## config.mk

```make
export PLATFORM = sky130hd
export DESIGN_NAME = vga_text_renderer_flat
export DESIGN_NICKNAME = d
export VERILOG_FILES = /design/src/rtl/vga_text_renderer_if.sv /design/src/rtl/vga_text_renderer.sv /design/src/flat_wrapper.sv
export SDC_FILE = /design/constraint.sdc
export NUM_CORES = 1
export LEC_CHECK = 0
export BUFFER_PORTS_ARGS = -buffer_cell sky130_fd_sc_hd__buf_2
export CORE_AREA = 2 2 88 90
export CTS_BUF_LIST = sky130_fd_sc_hd__clkbuf_4
export CTS_CLUSTER_SIZE = 8
export DETAILED_ROUTE_END_ITERATION = 10
export DIE_AREA = 0 0 90 92
export SETUP_SLACK_MARGIN = 0.05
export SLEW_MARGIN = 20
export SYNTH_ARGS = -nofsm -noshare
export SYNTH_HDL_FRONTEND = slang
export SYNTH_SLANG_ARGS = --single-unit
```

## constraint.sdc

```tcl
create_clock -name clk -period 3.3 [get_ports clk]
set_clock_uncertainty 0.05 [all_clocks]
set_input_delay 0.495 -clock clk [delete_from_list [all_inputs] [get_ports clk]]
set_output_delay 0.495 -clock clk [all_outputs]
set_load 0.01 [all_outputs]
```

## src/rtl/vga_text_renderer_if.sv

```systemverilog
// Memory-side bus of the text renderer: character RAM read port and font ROM
// read port. Both memories are synchronous-read with one cycle of latency.
interface vga_text_renderer_if #(
  parameter int ADDR_W = 12
);
  logic [ADDR_W-1:0] char_addr;
  logic [7:0]        char_data;
  logic [11:0]       font_addr;
  logic [7:0]        font_data;

  // Renderer side: issues addresses, receives memory data.
  modport master (
    output char_addr,
    output font_addr,
    input  char_data,
    input  font_data
  );

  // Memory side: receives addresses, returns data.
  modport slave (
    input  char_addr,
    input  font_addr,
    output char_data,
    output font_data
  );
endinterface

```

## src/rtl/vga_text_renderer.sv

```systemverilog
// 80x30 text-mode pixel renderer with 8x16 glyphs, fed by the hvsync timing
// generator. Five-cycle fixed pipeline: address, RAM read, font address,
// ROM read, colour select. hsync/vsync are delayed by the same five cycles.
// Optional macro VGA_CURSOR_EN adds a blinking underline cursor.
module vga_text_renderer #(
  parameter int         CHAR_W = 8,
  parameter int         CHAR_H = 16,
  parameter int         COLS   = 80,
  parameter int         ROWS   = 30,
  parameter int         ADDR_W = 12,
  parameter logic [2:0] FG     = 3'b111,
  parameter logic [2:0] BG     = 3'b000
) (
  input  logic                clk,
  input  logic                reset,
  input  logic [9:0]          hpos,
  input  logic [9:0]          vpos,
  input  logic                display_on,
  input  logic                hsync_in,
  input  logic                vsync_in,
`ifdef VGA_CURSOR_EN
  input  logic [6:0]          cursor_col,
  input  logic [4:0]          cursor_row,
`endif
  vga_text_renderer_if.master mem,
  output logic [2:0]          rgb,
  output logic                hsync,
  output logic                vsync
);

  localparam int CW = $clog2(CHAR_W);
  localparam int RW = $clog2(CHAR_H);

  logic [9:0]        col_p0, row_p0;
  logic [ADDR_W-1:0] addr_p0;
  logic              text_p0;
  logic [RW-1:0]     grow_p1, grow_p2;
  logic [CW-1:0]     px_p1, px_p2, px_p3, px_p4;
  logic              text_p1, text_p2, text_p3, text_p4;
  logic              disp_p1, disp_p2, disp_p3, disp_p4;
  logic [4:0]        hs_dly, vs_dly;
  logic              glyph_bit;

`ifdef VGA_CURSOR_EN
  logic          cur_p0, cur_p1, cur_p2, cur_p3, cur_p4;
  logic [RW-1:0] grow_p3, grow_p4;
  logic [4:0]    frame_cnt;
  logic          blink;
  logic          vs_prev;
`endif

  // Blanking wins over everything; outside the text grid show background.
  function automatic logic [2:0] pixel_colour(input logic disp, input logic text,
                                              input logic pix);
    if (!disp) return 3'b000;
    if (!text) return BG;
    return pix ? FG : BG;
  endfunction

  // Cell coordinates and linear character address from the raw position.
  always_comb begin
    col_p0  = hpos >> CW;
    row_p0  = vpos >> RW;
    addr_p0 = ADDR_W'(32'(row_p0) * COLS + 32'(col_p0));
    text_p0 = display_on && (32'(row_p0) < ROWS) && (32'(col_p0) < COLS);
`ifdef VGA_CURSOR_EN
    cur_p0  = (col_p0 == {3'b000, cursor_col}) && (row_p0 == {5'b00000, cursor_row});
`endif
  end

  // ---- S1: character RAM address and sideband capture ----
  always_ff @(posedge clk) begin
    if (reset) begin
      mem.char_addr <= '0;
      grow_p1       <= '0;
      px_p1         <= '0;
      text_p1       <= 1'b0;
      disp_p1       <= 1'b0;
    end else begin
      mem.char_addr <= addr_p0;
      grow_p1       <= vpos[RW-1:0];
      px_p1         <= hpos[CW-1:0];
      text_p1       <= text_p0;
      disp_p1       <= display_on;
    end
  end

  // ---- S2: RAM read in flight; sideband follows ----
  always_ff @(posedge clk) begin
    if (reset) begin
      grow_p2 <= '0;
      px_p2   <= '0;
      text_p2 <= 1'b0;
      disp_p2 <= 1'b0;
    end else begin
      grow_p2 <= grow_p1;
      px_p2   <= px_p1;
      text_p2 <= text_p1;
      disp_p2 <= disp_p1;
    end
  end

  // ---- S3: font ROM address from character code and glyph row ----
  always_ff @(posedge clk) begin
    if (reset) begin
      mem.font_addr <= '0;
      px_p3         <= '0;
      text_p3       <= 1'b0;
      disp_p3       <= 1'b0;
    end else begin
      mem.font_addr <= {mem.char_data, 4'(grow_p2)};
      px_p3         <= px_p2;
      text_p3       <= text_p2;
      disp_p3       <= disp_p2;
    end
  end

  // ---- S4: ROM read in flight; sideband follows ----
  always_ff @(posedge clk) begin
    if (reset) begin
      px_p4   <= '0;
      text_p4 <= 1'b0;
      disp_p4 <= 1'b0;
    end else begin
      px_p4   <= px_p3;
      text_p4 <= text_p3;
      disp_p4 <= disp_p3;
    end
  end

  // Pick the pixel from the glyph row; CHAR_W is a power of two, so
  // CHAR_W-1-px is just the bitwise complement of px.
  always_comb begin
    glyph_bit = mem.font_data[~px_p4];
`ifdef VGA_CURSOR_EN
    if (cur_p4 && blink && text_p4 && (grow_p4 >= RW'(CHAR_H - 2)))
      glyph_bit = ~glyph_bit;
`endif
  end

  // ---- S5: colour select and sync delay line ----
  always_ff @(posedge clk) begin
    if (reset) begin
      rgb    <= 3'b000;
      hs_dly <= '0;
      vs_dly <= '0;
    end else begin
      rgb    <= pixel_colour(disp_p4, text_p4, glyph_bit);
      hs_dly <= {hs_dly[3:0], hsync_in};
      vs_dly <= {vs_dly[3:0], vsync_in};
    end
  end

  assign hsync = hs_dly[4];
  assign vsync = vs_dly[4];

`ifdef VGA_CURSOR_EN
  // Cursor-cell flag and glyph row carried along to the colour stage.
  always_ff @(posedge clk) begin
    if (reset) begin
      {cur_p1, cur_p2, cur_p3, cur_p4} <= 4'b0000;
      grow_p3 <= '0;
      grow_p4 <= '0;
    end else begin
      {cur_p1, cur_p2, cur_p3, cur_p4} <= {cur_p0, cur_p1, cur_p2, cur_p3};
      grow_p3 <= grow_p2;
      grow_p4 <= grow_p3;
    end
  end

  // Frame counter on vsync rising edges; blink phase flips every 32 frames.
  always_ff @(posedge clk) begin
    if (reset) begin
      vs_prev   <= 1'b0;
      frame_cnt <= 5'd0;
      blink     <= 1'b1;
    end else begin
      vs_prev <= vsync_in;
      if (vsync_in && !vs_prev) begin
        frame_cnt <= frame_cnt + 5'd1;
        if (frame_cnt == 5'd31) blink <= ~blink;
      end
    end
  end
`endif

endmodule

```

## src/flat_wrapper.sv

```systemverilog
// flat-port wrapper written by rule: the top's interface ports become plain ports
module vga_text_renderer_flat 
#(
  parameter int         CHAR_W = 8,
  parameter int         CHAR_H = 16,
  parameter int         COLS   = 80,
  parameter int         ROWS   = 30,
  parameter int         ADDR_W = 12,
  parameter logic [2:0] FG     = 3'b111,
  parameter logic [2:0] BG     = 3'b000
)
  (clk, reset, hpos, vpos, display_on, hsync_in, vsync_in, rgb, hsync, vsync, mem_char_addr, mem_font_addr, mem_char_data, mem_font_data);
  vga_text_renderer_if #(.ADDR_W(ADDR_W)) mem_i ();
  input  logic clk;
  input  logic reset;
  input  logic [9:0] hpos;
  input  logic [9:0] vpos;
  input  logic display_on;
  input  logic hsync_in;
  input  logic vsync_in;
  output logic [2:0] rgb;
  output logic hsync;
  output logic vsync;
  output wire logic [$bits(mem_i.char_addr)-1:0] mem_char_addr;
  output wire logic [$bits(mem_i.font_addr)-1:0] mem_font_addr;
  input wire logic [$bits(mem_i.char_data)-1:0] mem_char_data;
  input wire logic [$bits(mem_i.font_data)-1:0] mem_font_data;
  assign mem_char_addr = mem_i.char_addr;
  assign mem_font_addr = mem_i.font_addr;
  assign mem_i.char_data = mem_char_data;
  assign mem_i.font_data = mem_font_data;
  vga_text_renderer #(.CHAR_W(CHAR_W), .CHAR_H(CHAR_H), .COLS(COLS), .ROWS(ROWS), .ADDR_W(ADDR_W), .FG(FG), .BG(BG)) u_core (.clk(clk), .reset(reset), .hpos(hpos), .vpos(vpos), .display_on(display_on), .hsync_in(hsync_in), .vsync_in(vsync_in), .mem(mem_i), .rgb(rgb), .hsync(hsync), .vsync(vsync));
endmodule
```

==> metrics.sh <==
STATUS='completed'
PLACED_CELLS=345
GRT_PASS1_WL_UM=6200
SYNTH_AREA_LEADER_CELL='sky130_fd_sc_hd__dfxtp_1'
CRIT_ARRIVAL_NS=2.56
SYNTH_SEQ_AREA_SHARE_PCT=59.0
CTS_BUFFERS=9
WORST_SLEW_MARGIN_REL_PCT=71.2
HOLD_WS_NS=0.260
GRT_OVERFLOW=0
LAYOUT-DRIVE-GT1-SHARE_PCT=34.1
WORSTSKEWPAIRLATENCY_NS=0.39
POST_CTS_RESIZED=0
PORTBUFFERS=69
CORE.ROWCOUNT=32
SYNTH.DISTINCT_CELLS=26
SETUP_VIOL=0
POST-ROUTE-PERIOD-UTIL_PCT=70.5
POSTSYNTHCELLCOUNT=181
FINAL.SETUP.TNS_NS=0
FP.COREAREA_SQ_UM=7450
DESIGN.DIE.AREA_SQ_UM=8280
WL_PER_CELL_UM=10.0
PATH_CLASS='in -> reg'
SYNTHTOPCELLSBYAREA='sky130_fd_sc_hd__dfxtp_1 (59%), sky130_fd_sc_hd__nor2b_1 (16%), sky130_fd_sc_hd__ha_1 (6.4%), sky130_fd_sc_hd__mux4_2 (2.1%), sky130_fd_sc_hd__fa_1 (1.9%)'
GP_CONGESTION=0.782
ACTUAL_TRANSITION_AT_THE_WORST_MAX_TRANSITION_PIN_NS=0.433
LAYOUT.CELLS.MOST_COMMON_LIST='sky130_fd_sc_hd__buf_2 (69), sky130_fd_sc_hd__dfxtp_1 (63), sky130_fd_sc_hd__nor2b_1 (56), sky130_fd_sc_hd__ha_1 (11), sky130_fd_sc_hd__clkbuf_4 (9)'
TIMING.FINAL.HOLD_VIOLATIONS=0
DIE_SPAN_X_UM=90
PRE_CTS_WS_NS=0.571
DRC_ERRORS=0
CRITICAL_PATH.MAX_FANOUT=4
RSZ0062_AT_GRT='no'
ANTENNA-DIODE-COUNT=0
CTS.HOLD.BUFFERS_ADDED=0
DETAILROUTE.VIA_COUNT=1415
CRITICAL_PATH_REQUIRED_NS=3.53
CLOCK_TREE.BUFFER_DEPTH=2
FINALNETCOUNT=308
SYN_AREA_SQ_UM=2140
P_LEAK_nW=1.27
FINISH.CELL_COUNT_WITHOUT_FILLERS=360
SLEW_VIOLATIONS=0
GRT_MAX_DEGREE=39
HOLD_PATH_CLASS='in -> reg'
ROUTE.DETAILED.VIAS_PER_INST=3.93
FINAL_CRITICAL_PATH_SETUP_SLACK_NS=0.974
FLOORPLAN_DIE_HEIGHT_UM=92
PWR_DENSITY_CELL_nW_PER_UM2=563
GRT_PASS1_VIAS=1360
WORST_IR_DROP_VDD_mV=0.188
CLKSLEWWORSTSETUPHOLDPATHS_NS=0.09
START_UTIL_PCT=28.7
GRT_ANTENNA_BEFORE_REPAIR=0
MAX_CAP_VIOL_COUNT=0
CP-END-KIND='register'
YOSYS_REGISTER_BITS=63
TIMING.FINAL.CRIT_PERIOD_NS=2.33
HPWL_UM=2590
POST-SYNTH-TOP-AREA-FRACTION_PCT=59.0
DETAILEDROUTE.FIRSTPASSITERATIONCOUNT=4
TRITONCTS='done'
SYN-NUM-NETS=235
AREA.GROWTH.SYNTH_TO_FINAL_PCT=27.5
SYN-MEAN-INSTANCE-AREA_SQ_UM=11.8
POST_CTS.REPAIR.SETUP_BUFFERS=0
CRIT_PATH_START_KIND='input pin'
IOS=70
GRT.TOTAL_USAGE_PCT=9.93
POSTROUTEWIRELENGTH_UM=3610
ANT_NETS=0
LAYOUT_COMMONEST_CELL='sky130_fd_sc_hd__buf_2'
CTS-ROOT-BUF='sky130_fd_sc_hd__clkbuf_4'
FMAX_MHz=430
YOSYSWARNINGS=0
DRT_ITER0_MARKERS=34
HTREEDEPTH=3
CTS_SINKS=63
layout make-up:
class / instances / area [sq um]
tap: 102 / 128
clock buffer: 9 / 67.6
inverter: 1 / 3.75
sequential: 63 / 1260
clock inverter: 6 / 76.3
fill: 771 / 4720
multi-input combinational: 109 / 835
timing repair buffer: 70 / 353
power by group:
group	internal [mW]	leakage, nW	switching (mW)	total (mW)
Combinational	0.0924	0.678	0.0857	0.178
Sequential	0.799	0.519	0.00793	0.806
Clock	0.295	0.0783	0.253	0.548
cell usage after synthesis:
| master | instances |
|---|---|
| sky130_fd_sc_hd__nand2_1 | 3 |
| sky130_fd_sc_hd__a21oi_1 | 3 |
| sky130_fd_sc_hd__and3_2 | 1 |
| sky130_fd_sc_hd__and4b_1 | 1 |
| sky130_fd_sc_hd__ha_1 | 11 |
| sky130_fd_sc_hd__a21o_1 | 3 |
| sky130_fd_sc_hd__xnor3_1 | 1 |
| sky130_fd_sc_hd__nor2b_1 | 56 |
| sky130_fd_sc_hd__nor2_1 | 5 |
| sky130_fd_sc_hd__and3_4 | 1 |
| sky130_fd_sc_hd__inv_1 | 1 |
| sky130_fd_sc_hd__and2_1 | 1 |
| sky130_fd_sc_hd__xnor2_1 | 4 |
| sky130_fd_sc_hd__a21o_2 | 1 |
| sky130_fd_sc_hd__and3_1 | 2 |
| sky130_fd_sc_hd__buf_4 | 2 |
| sky130_fd_sc_hd__o21ai_0 | 4 |
| sky130_fd_sc_hd__clkbuf_1 | 6 |
| sky130_fd_sc_hd__mux4_2 | 2 |
| sky130_fd_sc_hd__fa_1 | 2 |
| sky130_fd_sc_hd__dfxtp_1 | 63 |
| sky130_fd_sc_hd__nor3_1 | 2 |
| sky130_fd_sc_hd__mux2i_1 | 1 |
| sky130_fd_sc_hd__or3_1 | 2 |
| sky130_fd_sc_hd__mux2_4 | 1 |
| sky130_fd_sc_hd__nand4_1 | 2 |
per-stage QoR:
step / area [sq um] / utilization, % / total power, mW
3_5_place_dp: 2580 / 34.6 / 1.01
6_report: 2720 / 36.6 / 1.53
2_1_floorplan: 2140 / - / 0.936
4_1_cts: 2720 / 36.6 / 1.57
3_3_place_gp: 2580 / 34.6 / 1.00
5_1_grt: 2720 / 36.6 / 1.63
sequential cells by signal, summed over array words and instances, names as in the netlist, 4 cells and up:
name	flops
u_core.hs_dly	5
u_core.mem.char_addr	12
u_core.vs_dly	5
u_core.grow_p1	4
u_core.mem.font_addr	12
u_core.grow_p2	4
logic make-up after synthesis:
group | after synthesis | share of synthesized area [%]
mux | 4 | 3.28
compound gates | 11 | 3.10
fa+ha+maj | 13 | 8.31
buf+inv | 9 | 1.93
simple gates | 76 | 21.7
xor+xnor | 5 | 2.69
flops | 63 | 59.0
routing by layer:
layer,track usage [%],vias to the layer above,share of wire (%)
met1,12.0,616,47
met5,0,-,0
met3,4.27,10,8.2
met4,6.54,0,2.3
met2,14.4,57,42
li1,-,732,-
worst max-delay path, stage by stage:
cell and delay [ns]:
sky130_fd_sc_hd__buf_2 0.13, sky130_fd_sc_hd__ha_1 0.30, sky130_fd_sc_hd__ha_1 0.23, sky130_fd_sc_hd__fa_1 0.40
sky130_fd_sc_hd__and3_4 0.20, sky130_fd_sc_hd__or3_1 0.36, sky130_fd_sc_hd__and3_1 0.19, sky130_fd_sc_hd__mux2_4 0.25
final timing paths:
path / startpoint / to / slack [ns] / cells past startpoint
max: vpos[5] / u_core.mem.char_addr[11] / 0.97 / 8
min: hsync_in / u_core.hs_dly[0] / 0.26 / 2
max reg2reg: u_core.px_p4[0] / u_core.rgb[1] / 1.97 / 3
min reg2reg: u_core.disp_p4 / u_core.rgb[1] / 0.38 / 2
No activity file was read; power rests on OpenSTA's default activity.
